--- src/rtl/cnt163_pkg.sv ---
// Shared types and constants for the cnt163 sequencing controller and its 4-bit slices.
package cnt163_pkg;

  localparam int unsigned SLICE_W = 4;

  typedef enum logic [1:0] {
    OP_NOP   = 2'b00,
    OP_LOAD  = 2'b01,
    OP_START = 2'b10,
    OP_STOP  = 2'b11
  } cmd_op_e;

  typedef enum logic [1:0] {
    ST_IDLE   = 2'b00,
    ST_RUN    = 2'b01,
    ST_EXPIRE = 2'b10
  } state_e;

endpackage

--- src/rtl/cnt163_slice.sv ---
// One 4-bit synchronous load/count slice (163-style) with ripple carry-out.
module cnt163_slice
  import cnt163_pkg::*;
(
  input  logic               clk,
  input  logic               rst_n,
  input  logic               ld,
  input  logic [SLICE_W-1:0] d,
  input  logic               cen,
  output logic [SLICE_W-1:0] q,
  output logic               co
);

  logic [SLICE_W-1:0] q_q;

  always_ff @(posedge clk or negedge rst_n) begin
    if (!rst_n) begin
      q_q <= '0;
    end else if (ld) begin
      q_q <= d;
    end else if (cen) begin
      q_q <= q_q + SLICE_W'(1);
    end
  end

  assign q  = q_q;
  assign co = cen & (q_q == '1);

endmodule

--- src/rtl/cnt163_seq_ctrl.sv ---
// Command sequencer driving a cascade of cnt163_slice counters as one wide timer.
// Optional tick prescaler enabled by defining CNT163_PRESCALE_EN.
module cnt163_seq_ctrl
  import cnt163_pkg::*;
#(
  parameter int unsigned                         NUM_SLICES = 4,
  parameter logic [SLICE_W*NUM_SLICES-1:0]       RELOAD_RST = '0
) (
  input  logic                          clk,
  input  logic                          rst_n,
  input  logic                          cmd_valid,
  output logic                          cmd_ready,
  input  logic [1:0]                    cmd_op,
  input  logic [SLICE_W*NUM_SLICES-1:0] cmd_data,
  input  logic                          auto_reload,
  input  logic                          tick,
  output logic [SLICE_W*NUM_SLICES-1:0] count,
  output logic                          busy,
  output logic                          expire,
  output logic [NUM_SLICES-1:0]         slice_carry
`ifdef CNT163_PRESCALE_EN
  ,
  input  logic [7:0]                    prescale
`endif
);

  localparam int unsigned W = SLICE_W * NUM_SLICES;

  state_e         state_q, state_d;
  logic [W-1:0]   reload_q, reload_d;
  logic           ar_q, ar_d;

  cmd_op_e        op;
  logic           acc, do_load, do_start, do_stop;
  logic           tick_q, adv, wrap;
  logic           ld_all;
  logic [W-1:0]   ld_data;
  logic [NUM_SLICES-1:0] cen;

  assign op       = cmd_op_e'(cmd_op);
  assign acc      = cmd_valid & cmd_ready;
  assign do_load  = acc & (op == OP_LOAD);
  assign do_start = acc & (op == OP_START);
  assign do_stop  = acc & (op == OP_STOP);

  // LOAD and STOP accepted in the same cycle take priority over a tick.
  assign tick_q = (state_q == ST_RUN) & tick & ~do_load & ~do_stop;

`ifdef CNT163_PRESCALE_EN
  logic [7:0] psc_q, psc_d;
  logic       psc_hit;

  assign psc_hit = (psc_q == prescale);
  assign adv     = tick_q & psc_hit;

  always_comb begin
    psc_d = psc_q;
    if (do_start | do_load | do_stop) begin
      psc_d = '0;
    end else if (tick_q) begin
      psc_d = psc_hit ? '0 : psc_q + 8'd1;
    end
  end

  always_ff @(posedge clk or negedge rst_n) begin
    if (!rst_n) psc_q <= '0;
    else        psc_q <= psc_d;
  end
`else
  assign adv = tick_q;
`endif

  assign wrap = adv & (count == '1);

  // On wrap without auto-reload the cascade rolls over to zero by itself;
  // only the auto-reload case needs a parallel load of the reload value.
  assign ld_all  = do_load | (wrap & auto_reload);
  assign ld_data = do_load ? cmd_data : reload_q;

  for (genvar k = 0; k < NUM_SLICES; k++) begin : g_slice
    if (k == 0) begin : g_first
      assign cen[k] = adv;
    end else begin : g_rest
      assign cen[k] = slice_carry[k-1];
    end

    cnt163_slice u_slice (
      .clk   (clk),
      .rst_n (rst_n),
      .ld    (ld_all),
      .d     (ld_data[k*SLICE_W +: SLICE_W]),
      .cen   (cen[k]),
      .q     (count[k*SLICE_W +: SLICE_W]),
      .co    (slice_carry[k])
    );
  end

  always_ff @(posedge clk or negedge rst_n) begin
    if (!rst_n) begin
      state_q  <= ST_IDLE;
      reload_q <= RELOAD_RST;
      ar_q     <= 1'b0;
    end else begin
      state_q  <= state_d;
      reload_q <= reload_d;
      ar_q     <= ar_d;
    end
  end

  always_comb begin
    state_d  = state_q;
    reload_d = do_load ? cmd_data : reload_q;
    ar_d     = wrap ? auto_reload : ar_q;
    unique case (state_q)
      ST_IDLE: begin
        if (do_start) state_d = ST_RUN;
      end
      ST_RUN: begin
        if (do_stop)   state_d = ST_IDLE;
        else if (wrap) state_d = ST_EXPIRE;
      end
      ST_EXPIRE: begin
        state_d = ar_q ? ST_RUN : ST_IDLE;
      end
      default: state_d = ST_IDLE;
    endcase
  end

  always_comb begin
    cmd_ready = (state_q != ST_EXPIRE);
    busy      = (state_q == ST_RUN);
    expire    = (state_q == ST_EXPIRE);
  end

endmodule

--- config.mk ---
export PLATFORM = sky130hd
export DESIGN_NAME = cnt163_seq_ctrl
export DESIGN_NICKNAME = d
export VERILOG_FILES = /design/src/rtl/cnt163_pkg.sv /design/src/rtl/cnt163_slice.sv /design/src/rtl/cnt163_seq_ctrl.sv
export SDC_FILE = /design/constraint.sdc
export NUM_CORES = 1
export LEC_CHECK = 0
export BUFFER_PORTS_ARGS = -buffer_cell sky130_fd_sc_hd__buf_2
export CORE_MARGIN = 2
export CORE_UTILIZATION = 49
export CTS_CLUSTER_DIAMETER = 40
export CTS_CLUSTER_SIZE = 16
export DETAILED_ROUTE_END_ITERATION = 10
export PLACE_DENSITY = 0.75
export REMOVE_ABC_BUFFERS = 1
export SLEW_MARGIN = 0
export SYNTH_ARGS = -nofsm -noshare
export SYNTH_HDL_FRONTEND = slang
export SYNTH_SLANG_ARGS = --single-unit
--- constraint.sdc ---
create_clock -name clk -period 6 [get_ports clk]
set_clock_uncertainty 0.1 [all_clocks]
set_input_delay 0 -clock clk [delete_from_list [all_inputs] [get_ports clk]]
set_output_delay 0 -clock clk [all_outputs]
set_load 0.02 [all_outputs]
==> results of run 1 <==
[per-stage QoR]
stage               hold slack (ps)  instance area [um^2]  std cells  power [W]  setup WS (ps)
floorplan                      -396                  1650        142   0.000472           2410
global placement               11.4                  1940        234   0.000539           3540
detailed placement             12.9                  1940        234   0.000553           3410
CTS                            14.3                  2190        262   0.000685           3410
global route                   50.5                  2190        262   0.000724           3190
finish                         24.0                  2190        262   0.000680           3400
[area by class of cell]
class,count,area share [%]
flip-flops and latches,35,39.9
well taps,46,2.62
clock inverters,1,0.228
multi-input cells,103,34.8
inverters,4,0.684
clock buffers,7,2.05
repair buffers,66,19.7
[tightest hold or removal path, cell delays in order]
cell and delay [ps]:
buf_2 110, a21oi_1 110, xnor2_1 150, a21oi_1 60
[worst min path at each step]
stage	from	endpoint	cells after the start
after floorplan	rst_n	ar_q	0
after global placement	rst_n	reload_q[4]	1
after detailed placement	rst_n	g_slice[1].u_slice.q[3]	1
after CTS	cmd_op[1]	g_slice[0].u_slice.q[0]	4
after global routing	cmd_op[1]	g_slice[0].u_slice.q[0]	4
final	cmd_op[1]	g_slice[0].u_slice.q[0]	4
[timing repair]
item,CTS,global route
gates resized for setup,0,0
hold buffers,20,0
buffers inserted,0,0
hold endpoints to repair,69,0
[flip-flops by register name, summed over array words and instances, names as in the netlist]
signal / count
ar_q: 1
g_slice.u_slice.q: 16
reload_q: 16
state_q: 2
[power by group]
| group | total [W] | internal [W] | leakage [nW] | switching (W) |
|---|---|---|---|---|
| sequential | 0.000334 | 0.000289 | 0.411 | 0.0000452 |
| combinational | 0.000223 | 0.0000999 | 0.573 | 0.000123 |
| clock | 0.000122 | 0.0000457 | 0.0293 | 0.0000766 |
[cell usage in the layout (no fill, tap or decap), drive strengths merged, types with 5 or more instances in the layout]
cell type	netlist	routed
mux2i	5	5
mux2	16	16
nand2	6	6
a21oi	16	16
buf	11	46
xor2	6	6
dfrtp	35	35
dlygate4sd3	0	20
xnor2	5	5
and3	6	6
nor2	17	17
clkbuf	0	7
[Yosys cell counts]
cell      count
xnor2_1       5
nor2b_1       2
nand2_1       6
mux2_2       14
nand3_1       4
nand4_1       2
a21oi_1      15
buf_4         5
ha_1          4
nor4_4        1
nand3b_4      1
nand4b_1      1
dfrtp_1      35
a211oi_1      1
a211o_1       1
mux2_1        2
o21ai_1       1
mux2i_1       5
and3_1        6
xor2_1        6
a22oi_1       1
a21oi_2       1
buf_2         6
o31ai_1       1
inv_1         4
nor3_1        1
nor3b_1       2
nor2_1       17
a222oi_1      1
and2_1        2
[cell families after synthesis]
| logic type | after synthesis | share of synthesized area (%) |
|---|---|---|
| AOI/OAI and AO/OA | 22 | 7.58 |
| xor gates and xnor gates | 11 | 5.61 |
| adders and majority gates | 4 | 2.92 |
| buffers and inverters | 15 | 4.81 |
| DFF | 35 | 51.0 |
| muxes | 21 | 13.4 |
| and+or+nand+nor | 45 | 14.6 |
[layer usage]
layer / vias up / share of wire, % / track usage [%]
met3: 6 / 4.3 / 5.54
met5: - / 0 / 0
li1: 651 / - / -
met2: 30 / 55 / 37.2
met1: 669 / 40 / 23.3
met4: 0 / 1.0 / 5.43
==> results.md, run 1 <==
- Status: complete, no violations
- Synth Register Bits: 35
- Vias per cell: ~5.2
- Largest cells by area after synthesis: dfrtp_1, mux2_2, a21oi_1, nor2_1, xor2_1
- CTS Buffer Depth: 2
- Routed vias: roughly 1.4k
- CP Buf/Inv Count: 0
- Layout overhead on the synthesized area: 27.8%
- Nets: 242
- Core footprint: around 0.0034 mm^2
- Clock Sinks: 35
- Ratio of cells with drive above 1 in the final layout: 32.4%
- Unrepaired setup endpoints after global routing: no
- R2R Path Start: g_slice[0].u_slice.q[0]
- Die Span X: approximately 63 um
- Total global-route track usage: roughly 20%
- Slew Viols, Final: 0
- Fill cell count: about 310
- Worst-margin pin slew: roughly 1100 ps
- Port bufs: 45
- CP Class: flip-flop to flip-flop
- Synth warn: 0
- # diodes: 0
- Top cell type by total area after synthesis: dfrtp_1
- Clk pin slew, worst setup/hold paths: 110 ps
- Residual DRC count: 0
- Max FO, Critical Path: 29
- GRT overflow: 0
- Post-synthesis sequential area ratio: 51.0%
- CP delay by family, top: compound AO/OA/AOI/OAI gates
- Root buffer cell: clkbuf_4
- TritonCTS clock tree: done
- Setup TNS: 0 ps
- First-pass GRT wire length: 6350 um
- Top Ports: 46
- Crit path DAT: 2740 ps
- Max_cap viols: 0
- Type of destination of the critical path: flip-flop
- VDD IR max: 0.000184 V
- Crit path launch type: flip-flop
- Syn Area/Cell: roughly 11 um^2
- End of the worst register-to-register path: g_slice[3].u_slice.q[2]
- Yosys cell types: 30
- Clock buffer count from CTS: 5
- PD cells: just over 300 mW/mm^2
- Vias in the first global route: ~1.4k
- Hpwl dp: ~2500 um
- H-tree depth: 2
- Post-synth top area share: 51.0%
- Initial core utilization: roughly half
- Post-Route WL: approximately 3600 um
- Req. time, crit path: between 6000 and 7000 ps
- Fin. Hold Viols: 0
- Mapped Cells: ~150
- RePlAce Congestion: ~0.75
- Slew margin rel.: between 20 and 25%
- Worst setup endpoint: g_slice[3].u_slice.q[2]
- Tcrit/Tclk final: around 43%
- Die Y: ~63 um
- CP max stage cell: nor4_4
- Critical Path Start: g_slice[0].u_slice.q[0]
- Min cycle time layout: between 2000 and 3000 ps
- Largest net degree at the start of global routing: 36
- Seq. cell area: 876 um^2
- TritonRoute pass-1 iters: 4
- Antenna violations before repair: 0
- Worst path cell trace: ha_1 > nand3_1 > nor4_4 > a21oi_2 > mux2_1 > a211o_1
- Iteration-0 DRC Markers: 56
- F_max: a little under 400 MHz
- Worst Reg-to-Reg Cells: 6
- CP peak stage delay: around 520 ps
- Later-pin clock latency in the skew report: 340 ps
- Final setup viols: 0
- Critical path depth: 6
- Multi-input gate area: around 760 um^2
- Core Rows: 21
- Fin util: 65.3%
- Routed Antenna Nets: 0
- Reg-to-reg slack, setup: roughly 3400 ps
- HP Class: input port to flip-flop
- Synth Cell Area: about 0.0017 mm^2
- Die Area: approximately 0.004 mm^2
- P_leak: roughly 1.0 nW
- Wire per inst: roughly 14 um
(Power assumes the default switching activity.)
==> run 2, diff against run 1 <==
==> constraint.sdc (replaced) <==
create_clock -name clk -period 2.7 [get_ports clk]
set_clock_uncertainty 0.1 [all_clocks]
set_input_delay 0 -clock clk [delete_from_list [all_inputs] [get_ports clk]]
set_output_delay 0 -clock clk [all_outputs]
set_load 0.02 [all_outputs]
==> run 2 against run 1 <==
  * Critical endpoint unchanged
  * Largest cell class unchanged
  * Utilization is 2.0 points higher
  * Sequential share of layout area fell by 1.2 points
  * Register-to-register slack worse by 2900 ps
  * Wire length rose by 2.6%
==> results.md, run 2 (synthesized netlist as in run 1, its figures left out) <==
- Crit path launch type: flip-flop
- P_leak: 1.05 nW (+3.9%)
- F_max: 460 MHz (+20%)
- H-tree depth: 2 (unchanged)
- Min cycle time layout: 2180 ps (-428 ps)
- Largest net degree at the start of global routing: 36 (unchanged)
- Ratio of cells with drive above 1 in the final layout: 33.8% (+1.4 points)
- GRT overflow: 0 (unchanged)
- Vias in the first global route: 1382 (-2.1%)
- Core footprint: 0.00336 mm^2 (unchanged)
- CTS Buffer Depth: 2 (unchanged)
- TritonRoute pass-1 iters: 6 (+2)
- Commonest non-fill, non-tap cell in the layout: buf_2
- Req. time, crit path: 2830 ps (-3310 ps)
- Worst-margin pin slew: 755 ps (-381 ps)
- RePlAce Congestion: 0.740 (-1.8%)
- Max_cap viols: 0 (unchanged)
- Net Sw Power: 0.000545 W (+120%)
- Type of destination of the critical path: flip-flop
- PD cells: 692 mW/mm^2 (+120%)
- Port bufs: 45 (unchanged)
- Antenna violations before repair: 0 (unchanged)
- WL met1: 1510 um (+5.7%)
- Power Internal: 0.00102 W (+130%)
- Total global-route track usage: 20.6% (+0.27 points)
- Status: complete, no violations
- Final instance area: 0.00226 mm^2 (+3.1%)
- Iteration-0 DRC Markers: 31 (-45%)
- Post-route insts no fill: 268 (+2.3%)
- Design Power: 0.00157 W (+130%)
- Routed Antenna Nets: 0 (unchanged)
- Routed vias: 1385 (+2.1%)
- Layout overhead on the synthesized area: 31.9%
- Most frequent cells in the layout: buf_2, dfrtp_1, dlygate4sd3_1, nor2_1, a21oi_1
- Met3 WL: 143 um (-5.9%)
- Final setup viols: 0 (unchanged)
- CP Buf/Inv Count: 0 (unchanged)
- Later-pin clock latency in the skew report: 340 ps (about the same)
- Hpwl dp: 2610 um (+2.8%)
- Clock buffer count from CTS: 5 (unchanged)
- TritonCTS clock tree: done
- Clock Sinks: 35 (unchanged)
- Slew margin rel.: 49.7% (+25 points)
- Max FO, Critical Path: 5 (-83%)
- Fin. Hold Viols: 0 (unchanged)
- Comb pwr share: 32.0% (-0.8 points)
- CP Class: flip-flop to flip-flop
- Wire per inst: 13.7 um (+0.31%)
- Initial core utilization: 51.0% (unchanged)
- Fill cell count: 294 (-4.5%)
- CP max stage cell: dfrtp_1
- DR top layer: met4
- Die Span X: 63.2 um (unchanged)
- Sw Ratio: 34.8% (-1.2 points)
- Top Ports: 46 (unchanged)
- Nets: 248 (+2.5%)
- Unrepaired setup endpoints after global routing: no
- Root buffer cell: clkbuf_4
- Detail Route met2 WL: 1930 um (-1.2%)
- Slew Viols, Final: 0 (unchanged)
- Vias per cell: 5.17 (-0.15%)
- Die Y: 63.2 um (unchanged)
- First-pass GRT wire length: 6310 um (-0.66%)
- Clk pin slew, worst setup/hold paths: 100 ps (about the same)
- VDD IR max: 0.000397 V (+120%)
- Crit path DAT: 2310 ps (-430 ps)
- # diodes: 0 (unchanged)
- HP Class: input port to flip-flop
- Post-Route WL: 3670 um (+2.6%)
- Clock share of power: 20.5% (+2.5 points)
- Sequential fraction of design power: 47.4% (-1.8 points)
- CP peak stage delay: 420 ps (-100 ps)
- Die Area: 0.00399 mm^2 (unchanged)
- Area post-placement: 0.00197 mm^2 (+1.5%)
- Core Rows: 21 (unchanged)
- Dpl cells: 238 (+1.7%)
- Tcrit/Tclk final: 80.6% (+37 points)
- Fin util: 67.3% (+2.0 points)
- Residual DRC count: 0 (unchanged)
- CP delay by family, top: simple AND/OR/NAND/NOR gates
- Worst path cell trace: ha_1 > nand3_1 > nor4_4 > and2_1 > mux2_1 > a211o_1
- Post-CTS Setup Repair Bufs: 0 (unchanged)
==> run 2: cell types whose count changed in the layout (fill, tap and decap cells not counted) <==
| cell | change |
|---|---|
| clkbuf_8 | +2 |
| buf_4 | +4 |
| dlygate4sd3_1 | +2 |
| clkbuf_1 | -1 |
| clkinv_2 | -1 |
==> run 2: power groups by stage <==
stage / combinational [W] / clock [W] / sequential [W]
floorplan: 0.000224 / 0 / 0.000825
global placement: 0.000457 / 0 / 0.000742
detailed placement: 0.000475 / 0 / 0.000753
CTS: 0.000504 / 0.000331 / 0.000741
global route: 0.000548 / 0.000358 / 0.000761
finish: 0.000501 / 0.000322 / 0.000742
==> run 2: worst register-to-register path: cells and delay by family, from the launching register on <==
kind / cells / cell delay [ps]
AND/OR/NAND/NOR: 3 / 730
AO/OA/AOI/OAI: 1 / 280
multiplexers: 1 / 350
adder cells (fa/ha/maj): 1 / 190
flip-flops: 1 / 420
==> run 2: area by class of cell <==
class                           count  area (um^2)  area share [%]
Multi-Input combinational cell    103          763            33.7
Inverter                            4         15.0           0.663
Sequential cell                    35          876            38.7
Tap cell                           46         57.6            2.54
Timing Repair Buffer               72          483            21.3
Clock buffer                        8         68.8            3.04
==> run 2: stage by stage <==
stage	TNS (ps)	hold slack, ps	setup slack [ps]
floorplan	-9300	-396	-889
global placement	0	3.15	641
detailed placement	0	21.9	546
CTS	0	77.8	540
global route	0	85.9	402
finish	0	82.6	524
==> run 2: path summary, 6_finish.rpt <==
kind | endpoint | cells past startpoint | slack [ps] | startpoint
min in group asynchronous | reload_q[4] | 2 | 160 | rst_n
setup / recovery | g_slice[3].u_slice.q[2] | 6 | 520 | g_slice[0].u_slice.q[0]
setup reg to reg | g_slice[3].u_slice.q[2] | 6 | 520 | g_slice[0].u_slice.q[0]
hold / removal | g_slice[0].u_slice.q[0] | 5 | 80 | tick
hold reg to reg | reload_q[14] | 2 | 400 | reload_q[14]
max in group asynchronous | reload_q[10] | 2 | 1850 | rst_n
==> run 2: metal layers <==
metal	vias up	track usage, %
li1	667	-
met1	684	24.3
met5	-	0
met4	0	8.15
met3	9	6.25
met2	25	35.2
==> run 2: what timing repair did <==
item | 4_1_cts | 5_1_grt
gates resized for setup | 0 | 0
hold buffers | 22 | 0
endpoints found under the hold margin | 68 | 0
